[config.mk]
export PLATFORM = sky130hd
export DESIGN_NAME = pe_sched_flat
export DESIGN_NICKNAME = d
export VERILOG_FILES = /design/src/rtl/pe_sched_if.sv /design/src/rtl/pe_sched.sv /design/src/flat_wrapper.sv
export SDC_FILE = /design/constraint.sdc
export NUM_CORES = 1
export LEC_CHECK = 0
export CAP_MARGIN = 20
export CORE_MARGIN = 5
export CORE_UTILIZATION = 30
export CTS_CLUSTER_DIAMETER = 200
export DETAILED_ROUTE_END_ITERATION = 10
export GPL_ROUTABILITY_DRIVEN = 0
export PLACE_DENSITY_LB_ADDON = 0.1
export SYNTH_ARGS = -nofsm -noshare
export SYNTH_HDL_FRONTEND = slang
export SYNTH_SLANG_ARGS = --single-unit
[constraint.sdc]
create_clock -name clk -period 6.1 [get_ports clk]
set_clock_uncertainty 0.2 [all_clocks]
set_input_delay 1.22 -clock clk [delete_from_list [all_inputs] [get_ports clk]]
set_output_delay 1.22 -clock clk [all_outputs]
set_load 0.01 [all_outputs]
[src/rtl/pe_sched_if.sv]
// PE-side bus of pe_sched: beat addresses/control toward the array, results back.
// master = scheduler, slave = PE array.
interface pe_sched_if #(
  parameter int ADDR_W = 16
);
  logic [ADDR_W-1:0] neuron_addr;
  logic [ADDR_W-1:0] weight_addr;
  logic [1:0]        pe_ctl;
  logic              pe_vld_i;
  logic              pe_vld_o;
  logic [31:0]       pe_result;

  modport master (
    output neuron_addr, weight_addr, pe_ctl, pe_vld_i,
    input  pe_vld_o, pe_result
  );

  modport slave (
    input  neuron_addr, weight_addr, pe_ctl, pe_vld_i,
    output pe_vld_o, pe_result
  );
endinterface

[src/rtl/pe_sched.sv]
// pe_sched: walks the instruction table, issues neuron/weight beats to the PE array and
// forwards tagged results. Define PE_SCHED_PERF_EN to add perf_cycles/perf_stall counters.
module pe_sched #(
  parameter int INST_NUM = 4,
  parameter int ADDR_W   = 16,
  parameter int ITER_W   = 8,
  localparam int IDX_W   = (INST_NUM > 1) ? $clog2(INST_NUM) : 1,
  localparam int OUT_W   = $clog2(INST_NUM + 1)
) (
  input  logic              clk,
  input  logic              rst,
  input  logic              start,
  input  logic              hold,
  output logic [IDX_W-1:0]  inst_addr,
  input  logic [ITER_W-1:0] inst_data,
  pe_sched_if.master        pe,
  output logic              res_vld,
  output logic [IDX_W-1:0]  res_idx,
  output logic [31:0]       res_data,
  output logic              busy,
  output logic              done,
  output logic              err
`ifdef PE_SCHED_PERF_EN
  ,
  output logic [31:0]       perf_cycles,
  output logic [31:0]       perf_stall
`endif
);

  typedef enum logic [1:0] {
    S_IDLE  = 2'd0,
    S_LOAD  = 2'd1,
    S_RUN   = 2'd2,
    S_DRAIN = 2'd3
  } state_t;

  state_t state_reg, state_next;

  logic [IDX_W-1:0]  inst_addr_reg;
  logic [IDX_W-1:0]  res_idx_reg;
  logic [IDX_W-1:0]  res_cnt_reg;
  logic [ITER_W-1:0] cnt_reg;
  logic [ITER_W-1:0] iter_reg;
  logic [ADDR_W-1:0] neuron_addr_reg;
  logic [ADDR_W-1:0] weight_addr_reg;
  logic [OUT_W-1:0]  out_reg, out_next;
  logic              res_vld_reg;
  logic [31:0]       res_data_reg;
  logic              done_reg;
  logic              err_reg;

  logic start_acc;
  logic last_inst;
  logic issue;
  logic last_beat;
  logic first_beat;
  logic beat_done;
  logic ret_ok;
  logic err_set;

  assign start_acc  = (state_reg == S_IDLE) && start;
  assign last_inst  = (inst_addr_reg == IDX_W'(INST_NUM - 1));
  assign issue      = (state_reg == S_RUN) && !hold;
  assign last_beat  = (iter_reg == (cnt_reg - ITER_W'(1)));
  assign first_beat = (iter_reg == '0);
  assign beat_done  = issue && last_beat;

  // A result may retire against an instruction completing in this same cycle.
  assign ret_ok  = pe.pe_vld_o && ((out_reg != '0) || beat_done);
  assign err_set = pe.pe_vld_o && (out_reg == '0) && !beat_done;

  always_comb begin
    out_next = out_reg;
    if (beat_done && !ret_ok) begin
      out_next = out_reg + OUT_W'(1);
    end else if (!beat_done && ret_ok) begin
      out_next = out_reg - OUT_W'(1);
    end
  end

  // State register
  always_ff @(posedge clk) begin
    if (rst) begin
      state_reg <= S_IDLE;
    end else begin
      state_reg <= state_next;
    end
  end

  // Next-state logic
  always_comb begin
    state_next = state_reg;
    case (state_reg)
      S_IDLE: begin
        if (start) begin
          state_next = S_LOAD;
        end
      end
      S_LOAD: begin
        if (inst_data != '0) begin
          state_next = S_RUN;
        end else if (last_inst) begin
          state_next = S_DRAIN;
        end
      end
      S_RUN: begin
        if (beat_done) begin
          state_next = last_inst ? S_DRAIN : S_LOAD;
        end
      end
      S_DRAIN: begin
        if (out_next == '0) begin
          state_next = S_IDLE;
        end
      end
      default: state_next = S_IDLE;
    endcase
  end

  // Outputs
  always_comb begin
    pe.pe_vld_i    = issue;
    pe.pe_ctl      = 2'b00;
    if (issue) begin
      pe.pe_ctl = {last_beat, first_beat};
    end
    pe.neuron_addr = neuron_addr_reg;
    pe.weight_addr = weight_addr_reg;
    inst_addr      = inst_addr_reg;
    busy           = (state_reg != S_IDLE);
    done           = done_reg;
    err            = err_reg;
    res_vld        = res_vld_reg;
    res_idx        = res_idx_reg;
    res_data       = res_data_reg;
  end

  // Sequencing datapath
  always_ff @(posedge clk) begin
    if (rst) begin
      inst_addr_reg   <= '0;
      cnt_reg         <= '0;
      iter_reg        <= '0;
      neuron_addr_reg <= '0;
      weight_addr_reg <= '0;
      out_reg         <= '0;
      done_reg        <= 1'b0;
    end else begin
      out_reg  <= out_next;
      done_reg <= (state_reg == S_DRAIN) && (out_next == '0);
      case (state_reg)
        S_IDLE: begin
          if (start) begin
            inst_addr_reg   <= '0;
            iter_reg        <= '0;
            neuron_addr_reg <= '0;
            weight_addr_reg <= '0;
          end
        end
        S_LOAD: begin
          cnt_reg  <= inst_data;
          iter_reg <= '0;
          // Zero-count instructions are skipped without producing a beat.
          if ((inst_data == '0) && !last_inst) begin
            inst_addr_reg <= inst_addr_reg + IDX_W'(1);
          end
        end
        S_RUN: begin
          if (issue) begin
            neuron_addr_reg <= neuron_addr_reg + ADDR_W'(1);
            weight_addr_reg <= weight_addr_reg + ADDR_W'(1);
            if (last_beat) begin
              iter_reg <= '0;
              if (!last_inst) begin
                inst_addr_reg <= inst_addr_reg + IDX_W'(1);
              end
            end else begin
              iter_reg <= iter_reg + ITER_W'(1);
            end
          end
        end
        default: ;
      endcase
    end
  end

  // Result forwarding and error flag
  always_ff @(posedge clk) begin
    if (rst) begin
      res_vld_reg  <= 1'b0;
      res_data_reg <= '0;
      res_idx_reg  <= '0;
      res_cnt_reg  <= '0;
      err_reg      <= 1'b0;
    end else begin
      res_vld_reg <= pe.pe_vld_o;
      err_reg     <= (err_reg && !start_acc) || err_set;
      if (start_acc) begin
        res_idx_reg <= '0;
        res_cnt_reg <= '0;
      end
      if (pe.pe_vld_o) begin
        res_data_reg <= pe.pe_result;
        res_idx_reg  <= res_cnt_reg;
        res_cnt_reg  <= res_cnt_reg + IDX_W'(1);
      end
    end
  end

`ifdef PE_SCHED_PERF_EN
  logic [31:0] perf_cycles_reg;
  logic [31:0] perf_stall_reg;

  always_ff @(posedge clk) begin
    if (rst) begin
      perf_cycles_reg <= '0;
      perf_stall_reg  <= '0;
    end else if (start_acc) begin
      perf_cycles_reg <= '0;
      perf_stall_reg  <= '0;
    end else begin
      if (state_reg != S_IDLE) begin
        perf_cycles_reg <= perf_cycles_reg + 32'd1;
      end
      if ((state_reg == S_RUN) && hold) begin
        perf_stall_reg <= perf_stall_reg + 32'd1;
      end
    end
  end

  assign perf_cycles = perf_cycles_reg;
  assign perf_stall  = perf_stall_reg;
`endif

endmodule

[src/flat_wrapper.sv]
// flat-port wrapper written by rule: the top's interface ports become plain ports
module pe_sched_flat 
#(
  parameter int INST_NUM = 4,
  parameter int ADDR_W   = 16,
  parameter int ITER_W   = 8,
  localparam int IDX_W   = (INST_NUM > 1) ? $clog2(INST_NUM) : 1,
  localparam int OUT_W   = $clog2(INST_NUM + 1)
)
  (clk, rst, start, hold, inst_addr, inst_data, res_vld, res_idx, res_data, busy, done, err, pe_neuron_addr, pe_weight_addr, pe_pe_ctl, pe_pe_vld_i, pe_pe_vld_o, pe_pe_result);
  pe_sched_if #(.ADDR_W(ADDR_W)) pe_i ();
  input  logic clk;
  input  logic rst;
  input  logic start;
  input  logic hold;
  output logic [IDX_W-1:0] inst_addr;
  input  logic [ITER_W-1:0] inst_data;
  output logic res_vld;
  output logic [IDX_W-1:0] res_idx;
  output logic [31:0] res_data;
  output logic busy;
  output logic done;
  output logic err;
  output wire logic [$bits(pe_i.neuron_addr)-1:0] pe_neuron_addr;
  output wire logic [$bits(pe_i.weight_addr)-1:0] pe_weight_addr;
  output wire logic [$bits(pe_i.pe_ctl)-1:0] pe_pe_ctl;
  output wire logic [$bits(pe_i.pe_vld_i)-1:0] pe_pe_vld_i;
  input wire logic [$bits(pe_i.pe_vld_o)-1:0] pe_pe_vld_o;
  input wire logic [$bits(pe_i.pe_result)-1:0] pe_pe_result;
  assign pe_neuron_addr = pe_i.neuron_addr;
  assign pe_weight_addr = pe_i.weight_addr;
  assign pe_pe_ctl = pe_i.pe_ctl;
  assign pe_pe_vld_i = pe_i.pe_vld_i;
  assign pe_i.pe_vld_o = pe_pe_vld_o;
  assign pe_i.pe_result = pe_pe_result;
  pe_sched #(.INST_NUM(INST_NUM), .ADDR_W(ADDR_W), .ITER_W(ITER_W)) u_core (.clk(clk), .rst(rst), .start(start), .hold(hold), .inst_addr(inst_addr), .inst_data(inst_data), .pe(pe_i), .res_vld(res_vld), .res_idx(res_idx), .res_data(res_data), .busy(busy), .done(done), .err(err));
endmodule
; ---- After elaboration in Yosys (flattened, before gate mapping)
; Index checks and enable logic that the tools add are counted.
[word_totals]
regBits = 94
inputBits = 45
out_inout_bits = 75
[op_classes]
addsub = 8
eq_ne = 13
muxes = 28
reduce_logical = 33
[op_table]
columns = cell, count
row1 = $pmux W16 S2, 2
row2 = $mux W16, 3
row3 = $add A16 B1 Y16 const B, 2
row4 = $mux W2, 15
row5 = $mux W8, 3
row6 = $pmux W8 S3, 1
row7 = $logic_not A8 Y1, 2
row8 = $logic_and A1 B1 Y1, 11
row9 = $ne A2 B1 Y1 const B, 5
row10 = $add A8 B1 Y8 const B, 1
row11 = $eq A8 B8 Y1, 1
row12 = $pmux W2 S4, 1
row13 = $reduce_bool A8 Y1, 1
row14 = $sub A8 B1 Y8 const B, 1
row15 = $eq A2 B2 Y1 const B, 3
row16 = $logic_not A3 Y1, 2
row17 = $mux W3, 2
row18 = $pmux W2 S3, 1
row19 = $reduce_and A3 Y1, 2
row20 = $reduce_and A6 Y1, 1
row21 = $reduce_bool A2 Y1, 3
row22 = $reduce_bool A3 Y1, 2
row23 = $logic_not A1 Y1, 5
row24 = $add A2 B1 Y2 const B, 2
row25 = 8 further kinds, 10

; ---- Logic depth before layout (Yosys ltp)
[depth]
depth_word = 11
mapped_depth = 11
ltp_nobuf = 11

; ---- Worst setup path before layout
; No wires, ideal clock.
[synth_path]
kind = input to register
start = input hold
end = register u_core.state_reg[1]
setup_ns = 0.091
t_arrival_ns = 3.097
path_slack_ns = 2.712
cell_stages = 7
path_buffers = 0
cell_sequence = nand2b_1 > a2111o_1 > or4b_1 > and3_4 > o41ai_4 > a31oi_1 > a311oi_1
[synth_via]
elab_chain_len = 11
word_cells_on_any_way = 15
[synth_lines]
columns = element, line_no
row1 = from (decl), flat_wrapper.sv:15  ; input logic hold;
row2 = $logic_not A1 Y1 (*), pe_sched.sv:63  ; assign issue = (state_reg == S_RUN) && !hold;
row3 = $logic_and A1 B1 Y1 (*), pe_sched.sv:63
row4 = $logic_and A1 B1 Y1 (*), pe_sched.sv:66  ; assign beat_done = issue && last_beat;
row5 = $logic_or A1 B1 Y1, pe_sched.sv:69  ; assign ret_ok = pe.pe_vld_o && ((out_reg != '0) || beat_done);
row6 = $logic_and A1 B1 Y1, pe_sched.sv:69
row7 = $logic_and A1 B1 Y1 / $logic_not A1 Y1 (equally long branches), "pe_sched.sv:76, pe_sched.sv:74"
row8 = $mux W3 / $logic_and A1 B1 Y1 (equally long branches), "pe_sched.sv:76, pe_sched.sv:74"
row9 = $mux W3, pe_sched.sv:74  ; if (beat_done && !ret_ok) begin
row10 = $logic_not A3 Y1, pe_sched.sv:112  ; if (out_next == '0) begin
row11 = $ne A2 B1 Y1 (no source line), n/a
row12 = $reduce_and A4 Y1 (no source line) (*), n/a
row13 = to (signal assigned), pe_sched.sv:86  ; state_reg <= state_next;
row14 = to (decl), pe_sched.sv:37  ; state_t state_reg, state_next;
; Every way passes the cells marked *; elsewhere a longest branch is shown, timed or not.
; A chain may end at the register's enable or synchronous reset.

; ---- Worst setup path after layout
[layout_path]
start = input hold
end = output pe_pe_ctl[1]
[layout_via]
elab_chain_len = 3
[layout_lines]
columns = element, line_no
row1 = $logic_not A1 Y1, pe_sched.sv:63
row2 = $logic_and A1 B1 Y1, pe_sched.sv:63
row3 = $mux W2, pe_sched.sv:124  ; if (issue) begin
row4 = to (decl), flat_wrapper.sv:26  ; output wire logic [$bits(pe_i.pe_ctl)-1:0] pe_pe_ctl;
; No other way between the ends.

==> reports/results.ini <==
[outcome]
status=finished, final reports clean

[timing]
report.final.slew_viol_count=0
tightest_slew_ps=717.7
slew_headroom_pct=52.15
fin_crit_ps=4443
rsz0062_at_grt=false
hold_viol=0
setup_viol=0
fmax_ghz=0.2251
tns_ps=0
post-route-period-util_pct=72.84

[setup_path]
critPathLaunch=hold
cp_max_fo=6
ff2ff_setup_slack_ps=2780
crit_end=pe_pe_ctl[1]
worstReg2RegStart=u_core.cnt_reg[0]
r2r_cells=10
crit_path_start_kind=input pin
crit_type=in -> out
critPathArrivalTime_ps=3020
worstPathRequired_ps=4680
crit_path_end_kind=primary output
r2r_end=u_core.state_reg[0]

[global_route]
grtUsageTotal_pct=12.75
antenna_found_initial=0
grt_max_degree=62
grt_pass1_vias=3473
grt.overflow.total=0
grt_pass1_wl_mm=17.06

[yosys]
ys_seq_area_share_pct=44.72
syn_area_um2=4208
synth_fp_nets=526
ys_seq_elements=94
synth_top_area_cell=dfxtp_1
postSynthCellCount=468
synthArstFlopShare_pct=0
yosysTopAreaCellShare_pct=44.72
yosysMostFrequentCell=nor2_1
ys_warn_count=0
synth_cell_types=47
synth_area_leaders=dfxtp_1, mux2i_1, nor2_1
avgSynthCellArea_um2=8.991
synthTopCellsByCount=nor2_1, dfxtp_1, mux2i_1
synthFlopType=dfxtp_1
synth_edf_count=0

[drt]
wl_per_cell_um=13.58
drt_iter0_drc=151
vias=3570
viasPerCell=4.642
drc_errors=0
ant_nets=0
wirelength_mm=10.44
firstDrtPassIters=4

[clock_tree]
cts_setup_buffers=0
cts_max_path_buffers=2
cts_resized=0
hold_buffers=0
cts-htree-levels=3
root_buffer=clkbuf_16
cts_buffers=9
clock-sinks=94
clkTransAtPathRegs_ps=60
cts_tree=built
clk_latency_ps=340

[finish]
n_antenna_cell=0
fillerInstances=1324
fin_area_um2=5891
seq_area_um2=1882
multi_input_area_um2=2225
final_core_util_pct=42.60
largest_reg_flops=32
drive_gt1_share_pct=4.584
nNetsFinal=642
synthToLayoutAreaGrowth_pct=39.99

[die]
start_util_pct=30.43
core_area_um2=13830
die_w_um=128.4
die_area_um2=16490
num_rows=43
fp.dieH_um=128.4
boundaryPins=120

[placed_design]
dp_hpwl_mm=7.639
dpl_cell_area_um2=5597
portBuffers=119

[worst_hold_path]
hp-class=reg -> reg

[job]
drv_cap=0

[pwr]
power.density_nw_per_um2=301.9
p_total_mw=1.778
p_leak_nw=2.320
ir_drop_mv=0.1449

==> critical path: stages <==
cell and delay, ps:
clkdlybuf4s50_1 430, nand2b_1 240, a2111o_1 390, nor2_1 160, clkdlybuf4s50_1 580
==> how the worst min path moves through the flow <==
stage	from	end	slack, ps	cells after the start
5_1_grt	u_core.pe.weight_addr[7]	u_core.pe.weight_addr[7]	320	2
4_1_cts	u_core.res_data[13]	u_core.res_data[13]	300	2
3_5_place_dp	u_core.res_data[13]	u_core.res_data[13]	280	2
2_1_floorplan	u_core.cnt_reg[5]	u_core.cnt_reg[5]	280	2
3_3_place_gp	u_core.res_data[28]	u_core.res_data[28]	270	2
6_report	u_core.res_data[13]	u_core.res_data[13]	290	2
==> where the power goes <==
| group | internal (mW) | total (mW) | leakage [nW] | switching [mW] |
|---|---|---|---|---|
| clock | 0.330 | 0.564 | 0.144 | 0.234 |
| sequential | 0.661 | 0.713 | 0.767 | 0.0516 |
| combinational | 0.229 | 0.502 | 1.41 | 0.273 |
| total | 1.22 | 1.78 | 2.32 | 0.558 |
==> metrics by stage <==
stage	hold WS, ps	instances	setup WS, ps
after floorplan	280.8	468	2712
after global placement	270.6	752	1642
after detailed placement	282.6	753	1651
after CTS	299.4	769	1639
after global routing	323.6	769	1544
final	293.3	769	1657
==> final cells by class <==
type | count | area share, %
multi-input combinational | 346 | 37.77
clock buffer | 13 | 4.248
sequential | 94 | 31.95
timing repair buffer | 122 | 20.77
clock inverter | 3 | 0.7434
inverter | 11 | 0.7009
tap | 180 | 3.823
==> layer usage <==
layer	GRT usage (%)	wire length, um	vias up
met2	19.77	4628	81
met3	3.487	589	21
met4	6.554	304	0
met1	16.24	4917	1638
met5	0	0	-
li1	-	-	1830
==> cells by family (layout without fill, tap and decap cells) <==
kind of cell	Yosys count	after routing	share of synthesized area [%]
AOI/OAI and AO/OA	51	51	7.969
xor gates and xnor gates	41	41	8.534
adders and majority gates	13	13	3.866
buffers and inverters	28	149	2.498
DFF	94	94	44.72
muxes	45	45	10.76
and+or+nand+nor	196	196	21.65
==> cells in the final DEF, fill, tap and decap left out, drive strengths merged, types with 3 or more instances in the layout <==
cell type,netlist,final
nand2b,4,4
xnor2,7,7
xor2,34,34
a211oi,3,3
nand3,8,8
nor2b,5,5
nand4,8,8
nor2,100,100
clkdlybuf4s50,0,117
nor3,5,5
mux2i,43,43
clkbuf,14,13
nand2,32,32
a21oi,18,18
nor4,3,3
or3,4,4
inv,11,11
ha,13,13
o21ai,10,10
dfxtp,94,94
a31oi,5,5
and3,15,15
buf,3,5
or2,3,3
Note: power is estimated with default switching activity, not from simulation.
